[config.mk]
export PLATFORM = sky130hd
export DESIGN_NAME = vec_lsu
export DESIGN_NICKNAME = d
export VERILOG_FILES = /design/src/rtl/vec_pkg.sv /design/src/rtl/vec_beat_buf.sv /design/src/rtl/vec_lsu.sv
export SDC_FILE = /design/constraint.sdc
export NUM_CORES = 1
export LEC_CHECK = 0
export BUFFER_PORTS_ARGS = -buffer_cell sky130_fd_sc_hd__buf_4
export CAP_MARGIN = 15
export CORE_AREA = 2 2 260 262
export DETAILED_ROUTE_END_ITERATION = 8
export DIE_AREA = 0 0 262 264
export GPL_TIMING_DRIVEN = 0
export PLACE_DENSITY_LB_ADDON = 0.1
export RECOVER_POWER = 25
export SETUP_SLACK_MARGIN = 0.15
export SYNTH_ARGS = -nofsm -noshare
export SYNTH_HDL_FRONTEND = slang
export SYNTH_SLANG_ARGS = --single-unit
[constraint.sdc]
create_clock -name clk -period 3 [get_ports clk]
set_input_delay 0.6 -clock clk [delete_from_list [all_inputs] [get_ports clk]]
set_output_delay 0.6 -clock clk [all_outputs]
set_load 0.02 [all_outputs]
[src/rtl/vec_pkg.sv]
`default_nettype none
// +-----------------------------------------------------------------------+
// | vec_pkg                                                               |
// | Shared constants and FSM state type for the vector load/store unit.   |
// | Rev 1.0 - initial release                                             |
// +-----------------------------------------------------------------------+
package vec_pkg;
   localparam int         DATA_W    = 32;
   localparam int         VEC_W     = 256;
   localparam int         BEATS     = VEC_W / DATA_W;
   localparam logic [4:0] VREG_BASE = 5'd16;

   typedef enum logic [1:0] {
      IDLE = 2'd0,
      XFER = 2'd1,
      FIN  = 2'd2
   } vlsu_state_t;
endpackage
`default_nettype wire

[src/rtl/vec_beat_buf.sv]
`default_nettype none
// +-----------------------------------------------------------------------+
// | vec_beat_buf                                                          |
// | Vector-wide staging buffer: whole-vector snapshot, per-beat slice     |
// | write and per-beat slice read. Beat i occupies bits [32i+31:32i].     |
// | Rev 1.0 - initial release                                             |
// +-----------------------------------------------------------------------+
module vec_beat_buf #(
   parameter int DATA_W = vec_pkg::DATA_W,
   parameter int VEC_W  = vec_pkg::VEC_W,
   parameter int IDX_W  = $clog2(VEC_W / DATA_W)
) (
   input  logic              clk,
   input  logic              rst,
   input  logic              snap_en,
   input  logic [VEC_W-1:0]  snap_data,
   input  logic              wr_en,
   input  logic [IDX_W-1:0]  idx,
   input  logic [DATA_W-1:0] wr_data,
   output logic [VEC_W-1:0]  vec,
   output logic [DATA_W-1:0] rd_data
);

   logic [VEC_W-1:0] data_d, data_q;

   // Snapshot has priority; otherwise a beat write replaces only its own slice.
   always_comb begin
      data_d = data_q;
      if (snap_en) begin
         data_d = snap_data;
      end else if (wr_en) begin
         data_d[int'(idx) * DATA_W +: DATA_W] = wr_data;
      end
   end

   // Buffer register, cleared by the active-low synchronous reset.
   always_ff @(posedge clk) begin
      if (!rst) begin
         data_q <= '0;
      end else begin
         data_q <= data_d;
      end
   end

   assign vec     = data_q;
   assign rd_data = data_q[int'(idx) * DATA_W +: DATA_W];

endmodule
`default_nettype wire

[src/rtl/vec_lsu.sv]
`default_nettype none
// +-----------------------------------------------------------------------+
// | vec_lsu                                                               |
// | Vector load/store unit: moves a 256-bit vector register to/from a     |
// | 32-bit memory port as eight req/ack beats, then pulses done.          |
// | Optional feature macro: VLSU_STRIDE_EN (adds a programmable stride).  |
// | Rev 1.0 - initial release                                             |
// +-----------------------------------------------------------------------+
module vec_lsu #(
   parameter int DATA_W = vec_pkg::DATA_W,
   parameter int VEC_W  = vec_pkg::VEC_W,
   parameter int ADDR_W = 32
) (
   input  logic              clk,
   input  logic              rst,
   input  logic              start,
   input  logic              is_store,
   input  logic [ADDR_W-1:0] base_addr,
`ifdef VLSU_STRIDE_EN
   input  logic [ADDR_W-1:0] stride,
`endif
   input  logic [4:0]        vdst,
   input  logic [VEC_W-1:0]  vsrc_data,
   output logic              busy,
   output logic              done,
   output logic              mem_req,
   output logic              mem_we,
   output logic [ADDR_W-1:0] mem_addr,
   output logic [DATA_W-1:0] mem_wd,
   input  logic              mem_ack,
   input  logic [DATA_W-1:0] mem_rd,
   output logic              vwe3,
   output logic [4:0]        vwa3,
   output logic [VEC_W-1:0]  vwd3
);
   import vec_pkg::*;

   localparam int             NBEATS    = VEC_W / DATA_W;
   localparam int             BW        = $clog2(NBEATS);
   localparam logic [BW-1:0]  LAST_BEAT = BW'(NBEATS - 1);

   vlsu_state_t       state_q, state_d;
   logic              store_q, store_d;
   logic [4:0]        vdst_q, vdst_d;
   logic [ADDR_W-1:0] addr_q, addr_d;
   logic [ADDR_W-1:0] stride_q, stride_d;
   logic [BW-1:0]     beat_q, beat_d;
   logic [ADDR_W-1:0] stride_in;
   logic              snap_en;
   logic              slice_we;
   logic [VEC_W-1:0]  buf_vec;
   logic [DATA_W-1:0] buf_slice;

`ifdef VLSU_STRIDE_EN
   assign stride_in = {stride[ADDR_W-1:2], 2'b00};
`else
   assign stride_in = ADDR_W'(DATA_W / 8);
`endif

   vec_beat_buf #(
      .DATA_W (DATA_W),
      .VEC_W  (VEC_W),
      .IDX_W  (BW)
   ) u_beat_buf (
      .clk       (clk),
      .rst       (rst),
      .snap_en   (snap_en),
      .snap_data (vsrc_data),
      .wr_en     (slice_we),
      .idx       (beat_q),
      .wr_data   (mem_rd),
      .vec       (buf_vec),
      .rd_data   (buf_slice)
   );

   // State register.
   always_ff @(posedge clk) begin
      if (!rst) begin
         state_q <= IDLE;
      end else begin
         state_q <= state_d;
      end
   end

   // Next-state: start only honoured in IDLE; last acked beat moves to FIN.
   always_comb begin
      state_d = state_q;
      case (state_q)
         IDLE:    if (start) state_d = XFER;
         XFER:    if (mem_ack && (beat_q == LAST_BEAT)) state_d = FIN;
         FIN:     state_d = IDLE;
         default: state_d = IDLE;
      endcase
   end

   // Transaction context: latched at start, address/beat advance on each ack.
   always_comb begin
      store_d  = store_q;
      vdst_d   = vdst_q;
      addr_d   = addr_q;
      stride_d = stride_q;
      beat_d   = beat_q;
      snap_en  = 1'b0;
      slice_we = 1'b0;
      case (state_q)
         IDLE: begin
            if (start) begin
               store_d  = is_store;
               vdst_d   = vdst;
               addr_d   = {base_addr[ADDR_W-1:2], 2'b00};
               stride_d = stride_in;
               beat_d   = '0;
               snap_en  = is_store;
            end
         end
         XFER: begin
            if (mem_ack) begin
               slice_we = !store_q;
               beat_d   = beat_q + 1'b1;
               addr_d   = addr_q + stride_q;
            end
         end
         default: ;
      endcase
   end

   // Context registers; a reset mid-transaction drops everything.
   always_ff @(posedge clk) begin
      if (!rst) begin
         store_q  <= 1'b0;
         vdst_q   <= '0;
         addr_q   <= '0;
         stride_q <= '0;
         beat_q   <= '0;
      end else begin
         store_q  <= store_d;
         vdst_q   <= vdst_d;
         addr_q   <= addr_d;
         stride_q <= stride_d;
         beat_q   <= beat_d;
      end
   end

   // Outputs decoded from registered state only, zero outside their phase.
   always_comb begin
      busy     = (state_q != IDLE);
      done     = (state_q == FIN);
      mem_req  = (state_q == XFER);
      mem_we   = (state_q == XFER) && store_q;
      mem_addr = (state_q == XFER) ? addr_q : '0;
      mem_wd   = (state_q == XFER) ? buf_slice : '0;
      vwe3     = (state_q == FIN) && !store_q;
      vwa3     = vwe3 ? vdst_q : '0;
      vwd3     = vwe3 ? buf_vec : '0;
   end

endmodule
`default_nettype wire
==> impl.org <==
** Synthesis
- Commonest register cell after synthesis :: sky130_fd_sc_hd__dfxtp_1
- Yosys printed 0 warnings.
- The synthesized design contains 298 register bits.
- The mapped netlist covers 17350 um2.
- Area contributors post-synth :: sky130_fd_sc_hd__dfxtp_1, sky130_fd_sc_hd__and2_1, sky130_fd_sc_hd__mux4_2, sky130_fd_sc_hd__nand2_1, sky130_fd_sc_hd__a21oi_1
- Proportion of netlist area held by the largest area contributor :: 0.3439
- Portion of the post-synthesis area used by sequential elements :: 0.3439
- Mapped Cells :: 2116
- The average instance in the mapped netlist occupies 8.198 um2.
- After synthesis, the share of flip-flops with an asynchronous set or reset is 0.
- Library cells used by synthesis :: 66
- Count of flip-flops with a built-in enable after synthesis :: 0
- sky130_fd_sc_hd__dfxtp_1 takes more of the synthesized area than any other cell.

** Clocking
- Cell at the root of the clock tree :: sky130_fd_sc_hd__clkbuf_16
- Maximum level of the CTS H-tree :: 2
- Buffers inserted during clock tree synthesis total 41.
- TritonCTS built the clock tree.
- In this run the deepest clock path goes through 3 buffers.
- The clock reaches the later pin of the worst-skew pair after 580 ps.
- CTS sink cnt :: 298
- Clock-pin slew on the worst setup and hold paths :: 60 ps

** Finish
- Leaving out filler cells and counting taps, the final layout contains 3773.
- From synthesis to final layout, the design area changed by 59.12%.
- Final net count :: 3199
- Share of cells above drive strength 1 :: 0.4210
- Final design area excluding fillers :: 27600 um2
- Final cell utilization of the core :: 0.4147

** Drt
- WL final :: 123300 um
- Drt first-iter violations :: 2371
- Routed Antenna Nets :: 0
- In the final routed layout, each cell accounts on average for 32.69 um.
- After detailed routing, the number of vias per cell comes to 5.632.
- For this block, the via count after detailed routing is 21250.
- For this run, design rule violations remaining after detail routing come to 0.
- Pre-Repair DR Iteration Count :: 6

** Timing
- Worst slew margin relative to its limit :: 0.2220
- At the pin with the least slew margin, the transition time is 1167 ps.
- In the finished design, the share of the clock period the worst path needs comes to 1.011.
- PnR worst setup slack :: -33.17 ps
- The final-report max-slew violation count came to 0.
- Setup violations remaining at the end of the flow were counted as 1.
- Highest clock rate :: 0.3297 GHz
- Shortest period the worst path allows :: 3033 ps
- The final hold violation count is 0.
- Clock Skew :: 28.43 ps
- Setup repair after global routing missed its margin :: true

** Worst setup path
- At the worst endpoint, the required time is 3500 ps.
- Crit-path cells :: clkbuf_1 > clkbuf_1 > clkbuf_1 > clkbuf_1 > o21ai_0 > nor2_1
- Register-to-register setup slack :: 120 ps
- Broken down by cell family, the worst path's largest delay share belongs to buffers and inverters.
- Most numerous cell on the critical path :: sky130_fd_sc_hd__clkbuf_1
- Worst reg2reg startpoint :: beat_q[2]
- The worst setup path is of the primary input to register kind.
- Worst-path cell with the longest stage delay :: sky130_fd_sc_hd__clkbuf_1
- Cell count of the worst reg-to-reg path :: 12
- The critical path contains buffers and inverters numbering 4 combined.
- Critical path startpoint category :: primary input
- The largest single stage delay on the critical path is 820 ps.
- Of all nets on the critical path, the largest fanout is 10.
- Worst r2r dst :: u_beat_buf.vec[9]
- Worst setup EP type :: register
- Arrival time of the worst setup path :: 3530 ps

** Place
- In this run, placement finished with an instance count of 3614.
- Post-DP HPWL :: 93480 um
- Routability-driven placement finished with a final weighted congestion of 0.9138.
- Input and output buffers added on the ports amount to 623.
- Post-placement cell area :: 23140 um2

** Pwr
- Power density over cell area :: 413.7 nW/um2
- Sequential power share :: 0.388
- Share of power burned in combinational logic :: 0.174
- Fraction of power spent switching nets :: 0.3042
- Net switching power :: 3473 uW
- The internal power of the cells totals 7946 uW.
- VDD sags by at most 0.3447 mV.
- For this design the static power due to leakage is 0.01164 uW.
- Part of the power in the clock network :: 0.437

** Min path
- Number of cells on the worst hold path :: 3
- Hold endpoint :: u_beat_buf.vec[51]
- Source of the worst hold timing path :: vsrc_data[51]
- The worst hold path belongs to the class primary input to register.

** Floorplan
- I/O Pins :: 660
- Initial core utilization :: 0.2606
- The floorplan step set the die height to 264 um.
- Die Footprint :: 69170 um2
- The region available for standard cell placement spans 66560 um2.
- From left edge to right edge, the die measures 262 um.
- # rows :: 95

** Status
- Failing checks :: setup timing
- Outcome :: complete, but fails checks

** Global route
- Maximum number of pins on one net before global-route repair :: 20
- In the global route stage, overall resource usage came out at 0.3384.
- The first global-routing pass estimated 164300 um of wire.
- Total grt overflow :: 0
- Number of global-route vias before repair :: 20790
- Antenna violations before repair :: 21

** Flow run
- The tool flagged a number of max-cap violations equal to 0.
-- power by group through the flow --
| stage | clock [uW] | sequential, uW | combinational, uW |
|---|---|---|---|
| after global routing | 5160 | 4450 | 2090 |
| after detailed placement | 0 | 4500 | 1830 |
| after floorplan | 0 | 4390 | 922 |
| final | 5000 | 4430 | 1990 |
| after CTS | 5030 | 4420 | 1930 |
| after global placement | 0 | 4500 | 1810 |
-- synthesized netlist by cell type (5+ instances only) --
| cell | count |
|---|---|
| sky130_fd_sc_hd__o21ai_0 | 108 |
| sky130_fd_sc_hd__and2_1 | 297 |
| sky130_fd_sc_hd__nand3_1 | 22 |
| sky130_fd_sc_hd__or3_1 | 7 |
| sky130_fd_sc_hd__o22ai_1 | 9 |
| sky130_fd_sc_hd__a21oi_1 | 165 |
| sky130_fd_sc_hd__a311oi_1 | 32 |
| sky130_fd_sc_hd__a222oi_1 | 47 |
| sky130_fd_sc_hd__nor4_1 | 10 |
| sky130_fd_sc_hd__buf_6 | 7 |
| sky130_fd_sc_hd__clkbuf_1 | 139 |
| sky130_fd_sc_hd__o21ai_1 | 21 |
| sky130_fd_sc_hd__ha_1 | 9 |
| sky130_fd_sc_hd__nand2_1 | 335 |
| sky130_fd_sc_hd__clkbuf_2 | 9 |
| sky130_fd_sc_hd__and3_1 | 40 |
| sky130_fd_sc_hd__and4_1 | 5 |
| sky130_fd_sc_hd__inv_1 | 5 |
| sky130_fd_sc_hd__mux2i_1 | 76 |
| sky130_fd_sc_hd__mux4_2 | 64 |
| sky130_fd_sc_hd__buf_1 | 6 |
| sky130_fd_sc_hd__a22oi_1 | 44 |
| sky130_fd_sc_hd__o31ai_1 | 7 |
| sky130_fd_sc_hd__dfxtp_1 | 298 |
| sky130_fd_sc_hd__nor2_1 | 126 |
| sky130_fd_sc_hd__nand4_1 | 14 |
| sky130_fd_sc_hd__a211oi_1 | 29 |
| sky130_fd_sc_hd__buf_4 | 9 |
| sky130_fd_sc_hd__buf_2 | 69 |
| sky130_fd_sc_hd__nor3_1 | 12 |
| sky130_fd_sc_hd__a221oi_1 | 41 |
-- registers in the layout, indices dropped and copies added, names as in the netlist --
signal and flops:
store_q 1, addr_q 30, stride_q 1, vdst_q 5, beat_q 3, state_q 2
u_beat_buf.vec 256
-- worst max-delay path by stage --
stage,from,end,slack (ps),depth (start not counted)
5_1_grt,state_q[0],vwd3[168],10,9
4_1_cts,state_q[0],vwd3[111],20,8
3_3_place_gp,beat_q[1],u_beat_buf.vec[218],-1620,12
6_report,rst,addr_q[16],-30,6
3_5_place_dp,beat_q[1],u_beat_buf.vec[55],-1410,12
2_1_floorplan,beat_q[1],u_beat_buf.vec[32],140,13
-- layer usage --
layer	track usage	vias to the layer above	wire (um)
li1	-	9100	-
met1	0.4255	10660	49010
met2	0.5634	1239	58200
met3	0.06707	239	10860
met4	0.1377	12	5172
met5	0	-	77
-- kinds of logic after synthesis --
logic type / after synthesis / synth area share
muxes: 144 / 0.1295
other: 1 / 0.0002162
buffers and inverters: 247 / 0.06405
and+or+nand+nor: 893 / 0.2587
AOI/OAI and AO/OA: 522 / 0.1961
adders and majority gates: 9 / 0.006492
xor gates and xnor gates: 2 / 0.001010
DFF: 298 / 0.3439
-- stage by stage --
stage / total power, uW / hold slack, ps / setup slack [ps] / TNS [ps]
after CTS: 11380 / 204.6 / 15.98 / 0
after detailed placement: 6330 / 449.0 / -1413 / -342440
after global routing: 11700 / 240.9 / 14.99 / 0
after floorplan: 5315 / 431.7 / 144.8 / 0
after global placement: 6313 / 440.0 / -1618 / -378940
final: 11420 / 230.3 / -33.17 / -33.17
-- area by class of cell --
cell class / count / area [um2]
Fill cell: 6905 / 38960
Multi-Input combinational cell: 1572 / 10930
Timing Repair Buffer: 702 / 6374
Sequential cell: 298 / 5973
Buffer: 237 / 1842
Clock buffer: 65 / 1289
Tap cell: 873 / 1092
Inverter: 8 / 41.29
Antenna cell: 14 / 35.03
Clock inverter: 4 / 23.77
-- cell usage in the layout, fill, tap and decap left out, types with 9 or more instances in the layout --
master,count
sky130_fd_sc_hd__o22ai_1,9
sky130_fd_sc_hd__and3_1,40
sky130_fd_sc_hd__clkbuf_1,88
sky130_fd_sc_hd__a21oi_1,145
sky130_fd_sc_hd__a22oi_1,43
sky130_fd_sc_hd__a21oi_2,17
sky130_fd_sc_hd__buf_2,37
sky130_fd_sc_hd__o21ai_1,21
sky130_fd_sc_hd__nand3_1,22
sky130_fd_sc_hd__nand2_1,305
sky130_fd_sc_hd__nor4_1,9
sky130_fd_sc_hd__and2_4,141
sky130_fd_sc_hd__dfxtp_1,294
sky130_fd_sc_hd__clkbuf_4,11
sky130_fd_sc_hd__clkbuf_2,50
sky130_fd_sc_hd__clkbuf_8,19
sky130_fd_sc_hd__nand2_2,25
sky130_fd_sc_hd__buf_12,33
sky130_fd_sc_hd__mux2i_1,76
sky130_fd_sc_hd__a311oi_1,32
sky130_fd_sc_hd__buf_6,158
sky130_fd_sc_hd__buf_4,519
sky130_fd_sc_hd__buf_8,16
sky130_fd_sc_hd__mux4_2,64
sky130_fd_sc_hd__a221oi_1,40
sky130_fd_sc_hd__a211oi_1,29
sky130_fd_sc_hd__and2_1,133
sky130_fd_sc_hd__o21ai_0,108
sky130_fd_sc_hd__a222oi_1,47
sky130_fd_sc_hd__and2_0,21
sky130_fd_sc_hd__nor2_1,123
sky130_fd_sc_hd__nor3_1,12
sky130_fd_sc_hd__diode_2,14
sky130_fd_sc_hd__clkbuf_16,67
sky130_fd_sc_hd__nand4_1,14
-- timing repair --
item,4_1_cts,5_1_grt
hold endpoints to repair,0,0
setup buffers,37,17
setup endpoints to repair,588,436
gates resized for setup,463,223
hold buffers,0,0
pin swaps,42,22
gates cloned,14,10
-- tightest hold or removal path, stage by stage --
cell,delay [ps]
sky130_fd_sc_hd__buf_4,80
sky130_fd_sc_hd__nand2_1,40
sky130_fd_sc_hd__nand2_1,40
No activity file was read; power rests on OpenSTA's default activity.
